`src/rtl/seq_divider.sv`:
```
// Sequential restoring divider: one quotient bit per cycle, then a one-cycle sign fix.
// Define DIV_SIGNED_EN to honour 'unsign'; otherwise every operation is unsigned.
module seq_divider #(
  parameter int WIDTH = 32
) (
  input  logic             clk,
  input  logic             rst_n,
  input  logic             start,
  input  logic             unsign,
  input  logic [WIDTH-1:0] A,
  input  logic [WIDTH-1:0] D,
  output logic [WIDTH-1:0] Q,
  output logic [WIDTH-1:0] R,
  output logic             busy,
  output logic             done,
  output logic             div_zero,
  output logic [1:0]       state_dbg
);

  localparam int CW = (WIDTH > 1) ? $clog2(WIDTH) : 1;

  // Handshake: 'start' is sampled only while busy=0; a sampled start is the
  // accept. 'done' is a one-cycle pulse with Q/R/div_zero valid in that cycle.
  typedef enum logic [1:0] {
    IDLE = 2'd0,
    RUN  = 2'd1,
    FIX  = 2'd2,
    DONE = 2'd3
  } state_t;

  state_t           state;
  state_t           state_next;
  logic [CW-1:0]    cnt;
  logic [WIDTH-1:0] dvd;
  logic [WIDTH-1:0] dvs;
  logic [WIDTH-1:0] rem;
  logic             neg_q;
  logic             neg_r;
  logic             a_neg;
  logic             d_neg;
  logic [WIDTH-1:0] a_mag;
  logic [WIDTH-1:0] d_mag;
  logic [WIDTH:0]   rem_shift;
  logic [WIDTH:0]   diff;
  logic             d_is_zero;

`ifdef DIV_SIGNED_EN
  always_comb begin
    a_neg = ~unsign & A[WIDTH-1];
    d_neg = ~unsign & D[WIDTH-1];
  end
`else
  logic unused_unsign;
  assign unused_unsign = unsign;
  always_comb begin
    a_neg = 1'b0;
    d_neg = 1'b0;
  end
`endif

  // The most negative value maps onto 2^(WIDTH-1) unsigned, which the
  // magnitude datapath handles without a special case.
  always_comb begin
    a_mag     = a_neg ? ({WIDTH{1'b0}} - A) : A;
    d_mag     = d_neg ? ({WIDTH{1'b0}} - D) : D;
    d_is_zero = (D == {WIDTH{1'b0}});
  end

  // Partial remainder stays below the divisor, so the shifted value fits in
  // WIDTH+1 bits and the top bit of the difference is the borrow.
  always_comb begin
    rem_shift = {rem, dvd[WIDTH-1]};
    diff      = rem_shift - {1'b0, dvs};
  end

  always_comb begin
    state_next = state;
    case (state)
      IDLE: begin
        if (start) begin
          state_next = d_is_zero ? DONE : RUN;
        end
      end
      RUN: begin
        if (cnt == {CW{1'b0}}) begin
          state_next = FIX;
        end
      end
      FIX:     state_next = DONE;
      DONE:    state_next = IDLE;
      default: state_next = IDLE;
    endcase
  end

  always_ff @(posedge clk or negedge rst_n) begin
    if (!rst_n) begin
      state <= IDLE;
    end else begin
      state <= state_next;
    end
  end

  always_ff @(posedge clk or negedge rst_n) begin
    if (!rst_n) begin
      cnt      <= {CW{1'b0}};
      dvd      <= {WIDTH{1'b0}};
      dvs      <= {WIDTH{1'b0}};
      rem      <= {WIDTH{1'b0}};
      neg_q    <= 1'b0;
      neg_r    <= 1'b0;
      Q        <= {WIDTH{1'b0}};
      R        <= {WIDTH{1'b0}};
      div_zero <= 1'b0;
    end else begin
      if (state == IDLE && start) begin
        if (d_is_zero) begin
          Q        <= {WIDTH{1'b1}};
          R        <= A;
          div_zero <= 1'b1;
        end else begin
          dvd   <= a_mag;
          dvs   <= d_mag;
          rem   <= {WIDTH{1'b0}};
          neg_q <= a_neg ^ d_neg;
          neg_r <= a_neg;
          cnt   <= CW'(WIDTH - 1);
        end
      end

      // dvd shifts the dividend out at the top and the quotient in at the bottom
      if (state == RUN) begin
        if (!diff[WIDTH]) begin
          rem <= diff[WIDTH-1:0];
          dvd <= {dvd[WIDTH-2:0], 1'b1};
        end else begin
          rem <= rem_shift[WIDTH-1:0];
          dvd <= {dvd[WIDTH-2:0], 1'b0};
        end
        if (cnt != {CW{1'b0}}) begin
          cnt <= cnt - CW'(1);
        end
      end

      if (state == FIX) begin
        Q        <= neg_q ? ({WIDTH{1'b0}} - dvd) : dvd;
        R        <= neg_r ? ({WIDTH{1'b0}} - rem) : rem;
        div_zero <= 1'b0;
      end
    end
  end

  always_comb begin
    busy      = (state != IDLE);
    done      = (state == DONE);
    state_dbg = state;
  end

endmodule

```
`config.mk`:
```
export PLATFORM = sky130hd
export DESIGN_NAME = seq_divider
export DESIGN_NICKNAME = d
export VERILOG_FILES = /design/src/rtl/seq_divider.sv
export SDC_FILE = /design/constraint.sdc
export NUM_CORES = 1
export LEC_CHECK = 0
export CORE_MARGIN = 10
export CORE_UTILIZATION = 55
export DETAILED_ROUTE_END_ITERATION = 16
export PLACE_DENSITY_LB_ADDON = 0.15
export SYNTH_ARGS = -nofsm -noshare
export SYNTH_HDL_FRONTEND = slang
export SYNTH_SLANG_ARGS = --single-unit
export TNS_END_PERCENT = 5
```
`constraint.sdc`:
```
create_clock -name clk -period 4.1 [get_ports clk]
set_clock_uncertainty 0.15 [all_clocks]
set_input_delay 0.41 -clock clk [delete_from_list [all_inputs] [get_ports clk]]
set_output_delay 0.41 -clock clk [all_outputs]
set_load 0.03 [all_outputs]
```
==> impl_metrics.toml, run 1 <==
[timing]
worst_pin_slew_ps = 971.3
holdWs_ps = -30.40
fin_crit_sh_pct = 86.18
tns_ps = 0
finalSetupViolations = 0
hold_viol = 31
fmax_ghz = 0.2830
min_period_ps = 3533
rsz0062_at_grt = "false"
slew_headroom_pct = 35.25
maxSlewViolCount = 0

[place]
gp_congestion = 0.8811
port_buffers = 135
hpwl_um = 17430
place_inst = 1299
dpl_cell_area_um2 = 10940

[final_layout]
fin_area_um2 = 11570
fill_cells = 1323
drive_gt1_share_pct = 8.739
syn2layout_area_growth_pct = 23.49
fin_cells = 1330
layout_commonest_cell = "dfrtp_1"
layout_common_cells = "168 x dfrtp_1, 151 x nand2_1, 134 x clkdlybuf4s50_1"
fin_nets = 1205
num_antenna_cells = 0

[synthesis]
syn_inst = 986
seq_area_frac_synth_pct = 44.87
synthFlopType = "dfrtp_1"
syn_area_per_cell_um2 = 9.503
yosysWarnings = 0
ys_ff_latch = 168
synth-edff-count = 0
async_flop_share_pct = 100.0
syn_area_um2 = 9370
synth_nets = 1093
yosys.cell_types.count = 60

[die]
die_w_um = 150.5
die_h_um = 150.5
row_count = 47
fp.dieArea_um2 = 22660
io_pins = 137
coreArea_um2 = 16640
start_util_pct = 56.30

[grt]
grt.overflow.total = 0
grt_max_degree = 108
grt_pass1_wl_um = 38540
grt_pass1_vias = 7358
grt_usage_pct = 21.05
antenna_found_initial = 0

[worst_setup_path]
worst_r2r_path_depth = 12
worstSetupPathType = "register to register"
cp_cell_sequence = "inv_1 -> ha_1 -> inv_1 -> fa_1 -> a21oi_1 -> o211ai_1 -> a21oi_1 -> o21ai_0 -> and4_1 -> or3_4 -> or4_1 -> nand3_1"
rr_startpoint = "dvd[31]"
crit_cells = 12
path_delay_family = "simple AND/OR/NAND/NOR gates"
worst_path_max_delay_cell = "or4_1"
worstReg2RegEnd = "rem[29]"
path_buf_inv = 2
crit_fanout = 11
r2r_setup_slack_ps = 570
critPathRequiredTime_ps = 4310
critPathLaunchType = "register"
cp-endpoint = "rem[29]"
worstPathArrival_ps = 3740
max_stage_delay_ps = 540
critPathCaptureType = "register"
crit_start = "dvd[31]"

[clock_network]
root_buffer = "clkbuf_16"
clkSlewWorstSetupHoldPaths_ps = 70
htree_num_levels = 4
worstSkewPairLatency_ps = 420
cts-resized-gates = 0
cts_tree = "yes"
cts_hold_buf = 0
cts-buffers-inserted = 17
cts_max_path_buffers = 2
post-cts-setup-buffers = 0
clock-sinks = 168

[detailed_routing]
avgRoutedWirePerCell_um = 17.79
routed_wl_um = 23660
drcViolationCount = 0
via_per_inst = 5.720
drtPass1Iterations = 5
vias = 7607
drt_iter0_markers = 548
antenna_left = 0

[power]
p_per_area_nw_per_um2 = 845.0
internal_power_w = 0.005558
power_frac_comb_pct = 53.1
p_leak_nw = 5.072
clkPwrFrac_pct = 17.6
p_seq_share_pct = 29.2
switching_share_pct = 43.16
vdd_ir_drop_max_uv = 402.2
switchingPower_w = 0.004220

[job]
drv_cap = 0

[run_status]
status = "finished with violations"
violations = "hold timing"

[min_path]
hold_path.class = "input pin to async pin"
-- sequential cells by signal, indices dropped and copies added (netlist names) --
name / cells
Q: 32
R: 32
dvd: 32
dvs: 32
rem: 32
cnt: 5
state_dbg: 2
div_zero: 1
-- cells in the mapped netlist (15+ instances only) --
master    instances  area [µm²]
o21ai_0         114       570.6
nor2_1           51       191.4
nand2_1         151       566.8
nor3_1           17       85.08
xnor2_1          15       131.4
ha_1             38       475.5
a21oi_1          39       195.2
inv_1            55       206.5
mux2_2           35       394.1
mux2i_1         106        1061
clkbuf_1         46       172.7
dfrtp_1         168        4204
-- kinds of logic (layout without fill, tap and decap cells) --
logic type,Yosys count,in the layout,synth area share (%)
AO/OA/AOI/OAI,223,223,14.03
AND/OR/NAND/NOR,280,280,13.30
XOR/XNOR,22,22,2.056
flip-flops,168,168,44.87
buffers and inverters,112,236,4.767
multiplexers,142,142,15.69
adder cells (fa/ha/maj),39,39,5.288
-- worst reg2reg max path: cells and delay by family, from the launching register on --
family / cells / cell delay, ps
AOI/OAI and AO/OA: 4 / 880
adders and majority gates: 2 / 570
buffers and inverters: 2 / 160
DFF: 1 / 380
and+or+nand+nor: 4 / 1330
-- worst min-delay path by stage --
stage          cells past startpoint       end  slack [ps]
2_1_floorplan                      0      Q[0]         -40
3_3_place_gp                       2  div_zero         330
3_5_place_dp                       1   dvs[29]         340
4_1_cts                            1    dvd[9]          20
5_1_grt                            1    dvd[9]          70
6_report                           1    dvd[9]         -30
-- power by group through the flow --
stage / logic [W] / registers [W] / clock network (W)
floorplan: 0.00325 / 0.00324 / 0
global placement: 0.00506 / 0.00285 / 0
detailed placement: 0.00515 / 0.00288 / 0
CTS: 0.00519 / 0.00285 / 0.00174
global route: 0.00573 / 0.00294 / 0.00183
finish: 0.00520 / 0.00286 / 0.00173
-- routing by layer --
metal	track usage (%)	routed length (µm)	up-vias
met2	32.25	10620	216
met3	3.211	1432	24
li1	-	-	3693
met1	30.45	11330	3674
met5	0	0	-
met4	5.394	272	0
-- area by class of cell --
cell class	count	area, µm²	share of cell area [%]
well taps	220	275.3	2.379
flip-flops and latches	168	4204	36.33
clock buffers	18	439.2	3.795
multi-input cells	706	4761	41.14
inverters	55	206.4	1.784
clock inverters	13	195.2	1.687
repair buffers	150	1490	12.88
-- through the flow --
stage          setup WS, ps  hold WS [ps]  util, %  power (W)
2_1_floorplan         914.7        -35.59        -   0.006488
3_3_place_gp          661.8         327.5    65.72   0.007904
3_5_place_dp          615.4         343.2    65.72   0.008027
4_1_cts               583.8         15.30    69.53   0.009789
5_1_grt               318.7         65.19    69.53    0.01050
6_report              566.7        -30.40    69.53   0.009778
Note: power is estimated with default switching activity, not from simulation.
==> run 2, diff against run 1 <==
--- a/config.mk
+++ b/config.mk
@@ -5,10 +5,12 @@
 export SDC_FILE = /design/constraint.sdc
 export NUM_CORES = 1
 export LEC_CHECK = 0
+export CAP_MARGIN = 10
 export CORE_MARGIN = 10
-export CORE_UTILIZATION = 55
+export CORE_UTILIZATION = 50
 export DETAILED_ROUTE_END_ITERATION = 16
 export PLACE_DENSITY_LB_ADDON = 0.15
+export SLEW_MARGIN = 20
 export SYNTH_ARGS = -nofsm -noshare
 export SYNTH_HDL_FRONTEND = slang
 export SYNTH_SLANG_ARGS = --single-unit
==> constraint.sdc (replaced) <==
create_clock -name clk -period 3.1 [get_ports clk]
set_clock_uncertainty 0.15 [all_clocks]
set_input_delay 0.31 -clock clk [delete_from_list [all_inputs] [get_ports clk]]
set_output_delay 0.31 -clock clk [all_outputs]
set_load 0.03 [all_outputs]
==> run 2 against run 1 <==
  * The run now ends clean
  * Global-route usage is 0.42 points lower
  * Sequential share of layout area is 2.5 points lower
  * Register-to-register slack worse by 570 ps
  * First-iteration DRC count is 1.3% higher
  * Critical path type unchanged
==> impl_metrics.toml, run 2 (synthesized netlist as in run 1, its figures left out) <==
[clock_network]
htree_num_levels = 4
clkSlewWorstSetupHoldPaths_ps = 70
cts_max_path_buffers = 2
cts_tree = "yes"
root_buffer = "clkbuf_16"
worstSkewPairLatency_ps = 430
cts-buffers-inserted = 17
clock-sinks = 168

[timing]
finalSetupViolations = 0
fin_crit_sh_pct = 99.98
hold_viol = 0
worst_pin_slew_ps = 580.3
rsz0062_at_grt = "true"
maxSlewViolCount = 0
min_period_ps = 3099
slew_headroom_pct = 61.31
finalWorstSetupSlack_ps = 0.5420
fmax_ghz = 0.3226

[run_status]
status = "completed"

[detailed_routing]
drcViolationCount = 0
avgRoutedWirePerCell_um = 18.03
drtPass1Iterations = 5
drt_iter0_markers = 555
vias = 7941
routed_wl_um = 25670
via_per_inst = 5.577
antenna_left = 0

[final_layout]
fin_area_um2 = 12430
drive_gt1_share_pct = 17.56
fill_cells = 1515
layout_commonest_cell = "dfrtp_1"
syn2layout_area_growth_pct = 32.65
ff_latch_area_um2 = 4207
fin_nets = 1284
num_antenna_cells = 0
layout_common_cells = "166 x dfrtp_1, 150 x nand2_1, 134 x clkdlybuf4s50_1"
multi_input_area_um2 = 4974
fin_cells = 1424

[grt]
grt.overflow.total = 0
grt_max_degree = 78
grt_pass1_wl_um = 40650
grt_pass1_vias = 7792
grt_usage_pct = 20.63
antenna_found_initial = 0

[worst_setup_path]
worst_path_max_delay_cell = "dfrtp_1"
max_stage_delay_ps = 390
cp_cell_sequence = "inv_2 -> ha_4 -> inv_2 -> fa_2 -> a21oi_2 -> o211ai_1 -> a21oi_2 -> o21ai_2 -> and4_1 -> buf_6 -> nor3_4 -> buf_6 -> buf_12 -> mux2i_1 -> mux2i_1"
crit_fanout = 6
worstReg2RegEnd = "rem[20]"
r2r_setup_slack_ps = 0.5
worstSetupPathType = "register to register"
critPathCaptureType = "register"
worst_r2r_path_depth = 15
path_delay_family = "compound AO/OA/AOI/OAI gates"
critPathRequiredTime_ps = 3240
rr_startpoint = "dvd[31]"
critPathLaunchType = "register"
path_buf_inv = 5
worstPathArrival_ps = 3240

[place]
gp_congestion = 0.8766
hpwl_um = 18870
place_inst = 1379
port_buffers = 135
pre_cts_ws_ps = -103.1
dpl_cell_area_um2 = 11520

[power]
power_w = 0.01398
p_per_area_nw_per_um2 = 1124
vdd_ir_drop_max_uv = 488.8
p_leak_nw = 5.464

[die]
die_h_um = 156.9
fp.dieArea_um2 = 24620
io_pins = 137
start_util_pct = 50.43
coreArea_um2 = 18580
die_w_um = 156.9
row_count = 50

[min_path]
hold_path.class = "input pin to async pin"

[job]
drv_cap = 0
==> run 2: changes by cell type in the layout (fill, tap and decap cells not counted), moves of 5 or more <==
cell,before,now
a21oi_1,39,34
a21oi_2,0,5
buf_12,2,8
buf_4,13,80
ha_1,36,27
ha_4,2,11
==> run 2: metrics by stage <==
step	setup TNS, ps	hold WS, ps	utilization (%)
finish	0	258.5	66.90
global route	-1725	308.3	66.90
CTS	0	285.8	65.67
detailed placement	-1136	137.5	62.00
global placement	-73.43	134.7	62.00
floorplan	0	-135.6	-
==> run 2: worst register-to-register path: stages (launching register included) <==
cell and delay [ps]:
dfrtp_1 390, inv_2 80, ha_4 130, inv_2 40
fa_2 390, a21oi_2 170, o211ai_1 130, a21oi_2 210
o21ai_2 90, and4_1 210, buf_6 130, nor3_4 250
buf_6 160, buf_12 120, mux2i_1 220, mux2i_1 100
==> run 2: cell type report <==
cell class                      instances  area share, %
Clock inverter                         14          1.107
Multi-Input combinational cell        706          40.01
Sequential cell                       168          33.84
Clock buffer                           18          3.453
Inverter                               55          1.661
Timing Repair Buffer                  229          17.57
Tap cell                              234          2.356
==> run 2: worst max-delay path by stage <==
stage,start,to,slack [ps],cells past startpoint
5_1_grt,dvd[31],rem[6],-120,15
2_1_floorplan,rem[25],rem[30],0.8,11
3_3_place_gp,dvd[31],rem[25],-20,14
3_5_place_dp,dvd[31],rem[11],-100,14
6_report,dvd[31],rem[20],0.5,15
4_1_cts,dvs[19],rem[5],4,11
==> run 2: report_power, final <==
group | switching (W) | internal, W
combinational | 0.00446 | 0.00371
sequential | 0.000630 | 0.00312
clock | 0.000936 | 0.00112
total | 0.00603 | 0.00795
==> run 2: timing repair <==
item	CTS	global route
endpoints found under the hold margin	50	0
pin swaps	5	13
cloned	0	1
setup endpoints to repair	29	32
gates resized for setup	16	35
hold buffers	1	0
setup buffers	2	9
==> run 2: per-layer routing <==
metal  part of all wire [%]  vias to the layer above  global-route usage, %
met1                     47                     3832                  29.39
met4                    1.2                        0                  4.674
met2                     46                      233                  31.93
li1                       -                     3855                      -
met3                    5.8                       21                  3.766
met5                      0                        -                      0
==> run 3, diff against run 2 <==
--- a/config.mk
+++ b/config.mk
@@ -10,7 +10,6 @@
 export CORE_UTILIZATION = 50
 export DETAILED_ROUTE_END_ITERATION = 16
 export PLACE_DENSITY_LB_ADDON = 0.15
-export SLEW_MARGIN = 20
 export SYNTH_ARGS = -nofsm -noshare
 export SYNTH_HDL_FRONTEND = slang
 export SYNTH_SLANG_ARGS = --single-unit
==> results of run 3 <==
The final DEF is identical to that of run 2; final timing and power are the same.
